==> src/rtl/payload_tx_pkg.sv <==
// Shared types for the frame link transmit path.
// Frame type codes, config record and payload word.
package payload_tx_pkg;

  localparam logic [1:0] FRAME_TYPE_IDLE     = 2'd0;
  localparam logic [1:0] FRAME_TYPE_PULSE_ID = 2'd1;
  localparam logic [1:0] FRAME_TYPE_DELAY    = 2'd2;

  typedef struct packed {
    logic [7:0]  board;
    logic [7:0]  channel;
    logic [31:0] delay;
    logic [15:0] length;
    logic [15:0] divider;
    logic [15:0] modulus;
    logic [7:0]  status;
  } delay_data_t;

  typedef struct packed {
    logic [1:0]   payload_type;
    logic [127:0] data;
  } payload_t;

  typedef enum logic {
    ST_IDLE = 1'b0,
    ST_RUN  = 1'b1
  } tx_state_e;

  function automatic logic [127:0] widen(input delay_data_t d);
    return {{(128 - $bits(delay_data_t)){1'b0}}, d};
  endfunction

endpackage

==> src/rtl/payload_tx_fifo.sv <==
// Synchronous config queue of delay_data_t records.
// Full/empty come from the registered level only.
module payload_tx_fifo
  import payload_tx_pkg::*;
#(
  parameter int DEPTH = 8
) (
  input  logic                    clk,
  input  logic                    reset,
  input  logic                    push_i,
  input  delay_data_t             data_i,
  input  logic                    pop_i,
  output delay_data_t             data_o,
  output logic                    full_o,
  output logic                    empty_o,
  output logic [$clog2(DEPTH):0]  level_o
);

  localparam int AW = $clog2(DEPTH);
  localparam int LW = AW + 1;

  delay_data_t   mem_q [DEPTH];
  logic [AW-1:0] wr_q, wr_d;
  logic [AW-1:0] rd_q, rd_d;
  logic [LW-1:0] level_q, level_d;
  logic          push_ok;
  logic          pop_ok;

  assign full_o  = (level_q == LW'(DEPTH));
  assign empty_o = (level_q == '0);
  assign push_ok = push_i & ~full_o;
  assign pop_ok  = pop_i & ~empty_o;
  assign data_o  = mem_q[rd_q];
  assign level_o = level_q;

  // pointer and level next-state
  always_comb begin
    wr_d    = wr_q;
    rd_d    = rd_q;
    level_d = level_q;
    if (push_ok) wr_d = wr_q + AW'(1);
    if (pop_ok)  rd_d = rd_q + AW'(1);
    unique case ({push_ok, pop_ok})
      2'b10:   level_d = level_q + LW'(1);
      2'b01:   level_d = level_q - LW'(1);
      default: level_d = level_q;
    endcase
  end

  // pointer and level registers, flushed by reset
  always_ff @(posedge clk) begin
    if (reset) begin
      wr_q    <= '0;
      rd_q    <= '0;
      level_q <= '0;
    end else begin
      wr_q    <= wr_d;
      rd_q    <= rd_d;
      level_q <= level_d;
    end
  end

  // storage write
  always_ff @(posedge clk) begin
    if (push_ok) mem_q[wr_q] <= data_i;
  end

endmodule

==> src/rtl/payload_tx.sv <==
// Frame link transmitter: slot schedule, pulse id, config queue.
// Optional PAYLOAD_TX_STATS_EN adds frame counters.
module payload_tx
  import payload_tx_pkg::*;
#(
  parameter int FRAME_PERIOD     = 64,
  parameter int FRAMES_PER_PULSE = 4,
  parameter int FIFO_DEPTH       = 8
) (
  input  logic                         clk,
  input  logic                         reset,
  input  logic                         enable_i,
  input  logic                         cfg_valid_i,
  output logic                         cfg_ready_o,
  input  delay_data_t                  cfg_data_i,
  input  logic                         pulse_id_load_i,
  input  logic [31:0]                  pulse_id_i,
  output payload_t                     payload_o,
  output logic                         frame_tick_o,
  output logic [31:0]                  pulse_id_o,
  output logic [$clog2(FIFO_DEPTH):0]  fifo_level_o
`ifdef PAYLOAD_TX_STATS_EN
  ,
  output logic [31:0]                  cfg_frames_o,
  output logic [31:0]                  idle_frames_o
`endif
);

  localparam int CW = $clog2(FRAME_PERIOD);
  localparam int SW = $clog2(FRAMES_PER_PULSE);

  tx_state_e     state_q, state_d;
  logic [CW-1:0] cnt_q, cnt_d;
  logic [SW-1:0] slot_q, slot_d;
  logic [31:0]   pid_q, pid_d;
  payload_t      pay_q, pay_d;
  logic          tick_q, tick_d;
  logic          pid_inc;
  logic          pop;
  logic          sel_cfg;
  logic          sel_idle;

  delay_data_t   head;
  logic          full;
  logic          empty;

  payload_tx_fifo #(
    .DEPTH (FIFO_DEPTH)
  ) u_fifo (
    .clk     (clk),
    .reset   (reset),
    .push_i  (cfg_valid_i),
    .data_i  (cfg_data_i),
    .pop_i   (pop),
    .data_o  (head),
    .full_o  (full),
    .empty_o (empty),
    .level_o (fifo_level_o)
  );

  assign cfg_ready_o  = ~full;
  assign payload_o    = pay_q;
  assign frame_tick_o = tick_q;
  assign pulse_id_o   = pid_q;

  // schedule FSM, counters and payload mux
  always_comb begin
    state_d  = enable_i ? ST_RUN : ST_IDLE;
    cnt_d    = '0;
    slot_d   = '0;
    pay_d    = '0;
    tick_d   = 1'b0;
    pop      = 1'b0;
    pid_inc  = 1'b0;
    sel_cfg  = 1'b0;
    sel_idle = 1'b0;
    if (state_q == ST_RUN && enable_i) begin
      pay_d  = pay_q;
      slot_d = slot_q;
      cnt_d  = (cnt_q == CW'(FRAME_PERIOD - 1)) ? '0 : cnt_q + CW'(1);
      if (cnt_q == CW'(FRAME_PERIOD - 2)) begin
        tick_d = 1'b1;
        unique case (1'b1)
          (slot_q == '0): begin
            pay_d   = '{FRAME_TYPE_PULSE_ID, {96'd0, pid_q}};
            pid_inc = 1'b1;
          end
          (slot_q != '0 && !empty): begin
            pay_d   = '{FRAME_TYPE_DELAY, widen(head)};
            pop     = 1'b1;
            sel_cfg = 1'b1;
          end
          default: begin
            pay_d    = '{FRAME_TYPE_IDLE, 128'd0};
            sel_idle = 1'b1;
          end
        endcase
      end
      if (cnt_q == CW'(FRAME_PERIOD - 1)) begin
        slot_d = (slot_q == SW'(FRAMES_PER_PULSE - 1)) ? '0 : slot_q + SW'(1);
      end
    end
  end

  // pulse id: a load beats the post-selection increment
  always_comb begin
    pid_d = pid_q;
    if (pulse_id_load_i) pid_d = pulse_id_i;
    else if (pid_inc)    pid_d = pid_q + 32'd1;
  end

  // state, counters and registered outputs
  always_ff @(posedge clk) begin
    if (reset) begin
      state_q <= ST_IDLE;
      cnt_q   <= '0;
      slot_q  <= '0;
      pid_q   <= '0;
      pay_q   <= '0;
      tick_q  <= 1'b0;
    end else begin
      state_q <= state_d;
      cnt_q   <= cnt_d;
      slot_q  <= slot_d;
      pid_q   <= pid_d;
      pay_q   <= pay_d;
      tick_q  <= tick_d;
    end
  end

`ifdef PAYLOAD_TX_STATS_EN
  logic [31:0] cfgc_q, cfgc_d;
  logic [31:0] idlec_q, idlec_d;

  assign cfg_frames_o  = cfgc_q;
  assign idle_frames_o = idlec_q;

  // frame statistics, counted at the edge that raises the tick
  always_comb begin
    cfgc_d  = cfgc_q + {31'd0, sel_cfg};
    idlec_d = idlec_q + {31'd0, sel_idle};
  end

  // statistics registers
  always_ff @(posedge clk) begin
    if (reset) begin
      cfgc_q  <= '0;
      idlec_q <= '0;
    end else begin
      cfgc_q  <= cfgc_d;
      idlec_q <= idlec_d;
    end
  end
`endif

endmodule

==> config.mk <==
export PLATFORM = sky130hd
export DESIGN_NAME = payload_tx
export DESIGN_NICKNAME = d
export VERILOG_FILES = /design/src/rtl/payload_tx_pkg.sv /design/src/rtl/payload_tx_fifo.sv /design/src/rtl/payload_tx.sv
export SDC_FILE = /design/constraint.sdc
export NUM_CORES = 1
export LEC_CHECK = 0
export CELL_PAD_IN_SITES_DETAIL_PLACEMENT = 1
export CELL_PAD_IN_SITES_GLOBAL_PLACEMENT = 1
export CORE_MARGIN = 3
export CORE_UTILIZATION = 50
export CTS_CLUSTER_SIZE = 30
export DETAILED_ROUTE_END_ITERATION = 8
export GPL_TIMING_DRIVEN = 1
export PLACE_DENSITY_LB_ADDON = 0.1
export SLEW_MARGIN = 10
export SYNTH_ARGS = -nofsm -noshare
export SYNTH_HDL_FRONTEND = slang
export SYNTH_SLANG_ARGS = --single-unit
==> constraint.sdc <==
create_clock -name clk -period 13 [get_ports clk]
set_input_delay 1.3 -clock clk [delete_from_list [all_inputs] [get_ports clk]]
set_output_delay 1.3 -clock clk [all_outputs]
set_load 0.03 [all_outputs]
==> summary.md <==
| Metric | Value |
|---|---|
| Clock Latency Late Sink | `about 0.66 ns` |
| Pre-CTS setup slack | `8.14 ns` |
| Yosys warnings | `0` |
| Synth area leaders | `edfxtp_1 (66%), mux4_2 (12%), dfxtp_1 (8.5%), mux2i_1 (2.9%), o21ai_0 (1.1%)` |
| Synth Register Bits | `about 1000` |
| Top achievable clock speed | `about 240 MHz` |
| Largest area contributor in the netlist | `edfxtp_1` |
| Total gr overflow | `0` |
| CTS buffer count | `100` |
| Simple-gate area share of the yosys netlist | `0.0384` |
| Tmin final | `roughly 4.1 ns` |
| Cell Int Power | `approximately 5.3 mW` |
| Top layer in use | `met5` |
| Sequential power share | `0.531` |
| Core ar. | `~75000 um^2` |
| Most common flop cell mapped by yosys | `edfxtp_1` |
| Cts hold-fix bufs | `0` |
| Cell Rows | `100` |
| CTS sink count | `993` |
| H-tree depth | `3` |
| Final hold violations | `0` |
| Status | `finished clean` |
| WP data required | `between 10 and 15 ns` |
| Largest net degree at the start of global routing | `between 100 and 150` |
| Pwr/cell area | `roughly 150 nW/um^2` |
| Number of synthesized flops with an enable pin | `approximately 830` |
| Largest family of logic cells by synthesized area | `multiplexers` |
| Logic gate share of total power | `0.037` |
| Tightest Pin Transition | `about 1.1 ns` |
| Switch share | `0.207` |
| Vias per Instance | `approximately 5.8` |
| Peak supply drop | `0.119 mV` |
| Reg clk slew, reported paths | `0.05 ns` |
| Area Overhead vs Synth | `19.0%` |
| Share of cells above drive strength 1 | `0.180` |
| Final std cells w/o fill | `3339` |
| Final GP Congestion | `about 0.78` |
| First-pass GRT wire length | `135000 um` |
| Endpoints failing setup | `0` |
| Mapped Area | `37700 um^2` |
| Detail Placement HPWL | `51100 um` |
| Number of port buffers | `284` |
| Number of cells after detailed placement | `between 3000 and 4000` |
| DRC | `0` |
| WL met3 | `5200 um` |
| Async set or reset register ratio after synthesis | `0` |
| Slew Viols, Final | `0` |
| DRT met1 WL | `approximately 38000 um` |
| Clock tree from TritonCTS | `done` |
| Area of the die | `approximately 80000 um^2` |
| Die height | `roughly 280 um` |
| Fin crit share | `0.318` |
| DR pass1 iterations | `5` |
| Startpoint class of the critical path | `input pin` |
| Postcts setup bufs | `0` |
| HP Class | `reg -> reg` |
| Vias | `19400` |
| Initial antenna violation count | `17` |
| Layout Nets | `about 2400` |
| ANT nets after route | `0` |
| Post-synthesis xor/xnor area fraction | `0.00813` |
| Compound-Gate Fraction of Synth Area | `0.0292` |
| Distinct cell type count after synthesis | `53` |
| Die X | `approximately 280 um` |
| Synth top area share | `0.663` |
| Setup CP Type | `in -> reg` |
| Sum Neg Setup Slack | `0 ns` |
| DR WL met2 | `roughly 46000 um` |
| Average size of a mapped cell | `19.1 um^2` |
| Clock Skew | `slightly above 0.03 ns` |
| Max FO, Critical Path | `51` |
| LEAKAGE | `about 14 nW` |
| Synthesized instance count | `1969` |
| Worst setup margin | `between 8 and 9 ns` |
| Root buffer cell | `clkbuf_16` |
| GRT Overall Usage | `0.231` |
| Post-cts resize count | `0` |
| Post-Synth Adder-Cell Area | `0.00365` |
| Sw Pwr | `~1.4 mW` |
| Clock buffer depth | `3` |
| # IOs | `roughly 310` |
| Vias in the first global route | `~21000` |
| Initial detailed-routing violation count | `approximately 1600` |
| Fillers | `around 6400` |
| RSZ-0062 raised after global routing | `false` |
| Clock share of power | `0.432` |
| Slew headroom | `0.240` |
| Crit path DAT | `4.40 ns` |
| Maximum Capacitance Violations | `0` |
| Starting Density | `0.506` |
| Sequential share of the synthesized area | `0.748` |
| Total Wirelength | `roughly 90000 um` |
| Crit. End Element | `register` |
| Post-synthesis mux area share | `0.154` |
| WL/cell | `between 20 and 30 um` |
[cells by family (layout without fill, tap and decap cells)]
kind of cell	Yosys count	in the layout
and+or+nand+nor	277	277
other	1	31
AOI/OAI and AO/OA	194	194
xor gates and xnor gates	35	35
muxes	319	319
DFF	993	993
adders and majority gates	11	11
buffers and inverters	139	510
[path summary, 6_finish.rpt]
kind         depth (start not counted)                            from  slack [ns]                            end
max                                  5                     cfg_valid_i        8.86  u_fifo.mem_q[7][73]$_DFFE_PP_
min                                  2      payload_o[79]$_SDFFE_PP0N_        0.45     payload_o[79]$_SDFFE_PP0N_
min reg2reg                          2      payload_o[79]$_SDFFE_PP0N_        0.45     payload_o[79]$_SDFFE_PP0N_
max reg2reg                          6  u_fifo.level_o[1]$_SDFFE_PP0P_        9.23  u_fifo.mem_q[7][73]$_DFFE_PP_
[Yosys cell counts, types with 7 or more instances]
cell type and instances:
a21oi_1 45, nand4_1 10, clkbuf_1 51, xor2_1 15, and3_1 37, inv_1 7, nor2_1 50, buf_1 14
nand2_1 98, dfxtp_1 161, a211oi_1 19, o21ai_0 84, mux4_2 208, mux2i_1 111, nor3_1 15, buf_2 32
ha_1 11, nand3_1 24, edfxtp_1 832, o22ai_1 33, xnor2_1 20, buf_4 30
[critical path, stage by stage]
cell and delay [ns]:
clkdlybuf4s50_1 0.52, nand3_1 0.33, nor2_4 0.65, buf_4 0.83
buf_4 0.70
[power by group through the flow]
stage	registers, mW	logic (mW)	clock network [mW]
detailed placement	3.62	0.250	0
global placement	3.62	0.242	0
floorplan	3.64	0.106	0
global route	3.56	0.268	3.09
CTS	3.55	0.252	2.96
finish	3.55	0.247	2.90
[layout make-up]
type | count | area (um^2) | share of cell area
well taps | 969 | 1210 | 0.0270
clock buffers | 135 | 2740 | 0.0612
diodes | 7 | 17.5 | 0.000390
multi-input cells | 860 | 8940 | 0.199
clock inverters | 54 | 599 | 0.0134
flip-flops and latches | 993 | 28200 | 0.629
repair buffers | 313 | 3100 | 0.0691
inverters | 8 | 30.0 | 0.000669
[layer usage]
layer,up-vias,GRT usage
met1,10200,0.306
met4,22,0.0610
li1,8516,-
met2,518,0.393
met5,-,0
met3,130,0.0474
[cell usage in the layout (no fill, tap or decap), types with 4 or more instances in the layout]
cell type,n
a211oi_1,19
a21oi_1,45
a311oi_1,5
and3_1,37
and4_1,5
buf_4,26
bufinv_16,10
clkbuf_1,24
clkbuf_16,100
clkbuf_8,11
clkdlybuf4s50_1,284
clkinv_1,12
clkinv_2,18
conb_1,24
dfxtp_1,158
diode_2,7
edfxtp_1,832
ha_1,11
inv_1,7
inv_6,4
mux2i_1,111
mux4_2,208
nand2_1,98
nand3_1,24
nand4_1,10
nor2_1,46
nor2_4,4
nor3_1,11
nor3_2,7
o21ai_0,84
o22ai_1,33
or3_1,5
xnor2_1,20
xor2_1,15
[sequential cells by signal (all words and copies together) (netlist names), named ones only]
name and cells:
cnt_q 6, frame_tick_o 1, payload_o 106, pulse_id_o 32
slot_q 2, state_q 1, u_fifo.level_o 4, u_fifo.mem_q 832
u_fifo.rd_q 3, u_fifo.wr_q 3
[per-stage QoR]
| stage | area [um^2] | utilization | hold WS, ns | total power [mW] |
|---|---|---|---|---|
| floorplan | 37800 | - | 0.430 | 3.75 |
| global placement | 41500 | 0.556 | 0.434 | 3.86 |
| detailed placement | 41500 | 0.556 | 0.443 | 3.87 |
| CTS | 44800 | 0.601 | 0.457 | 6.76 |
| global route | 44800 | 0.601 | 0.479 | 6.91 |
| finish | 44900 | 0.602 | 0.452 | 6.70 |
Power figures use the tool's default switching activity.
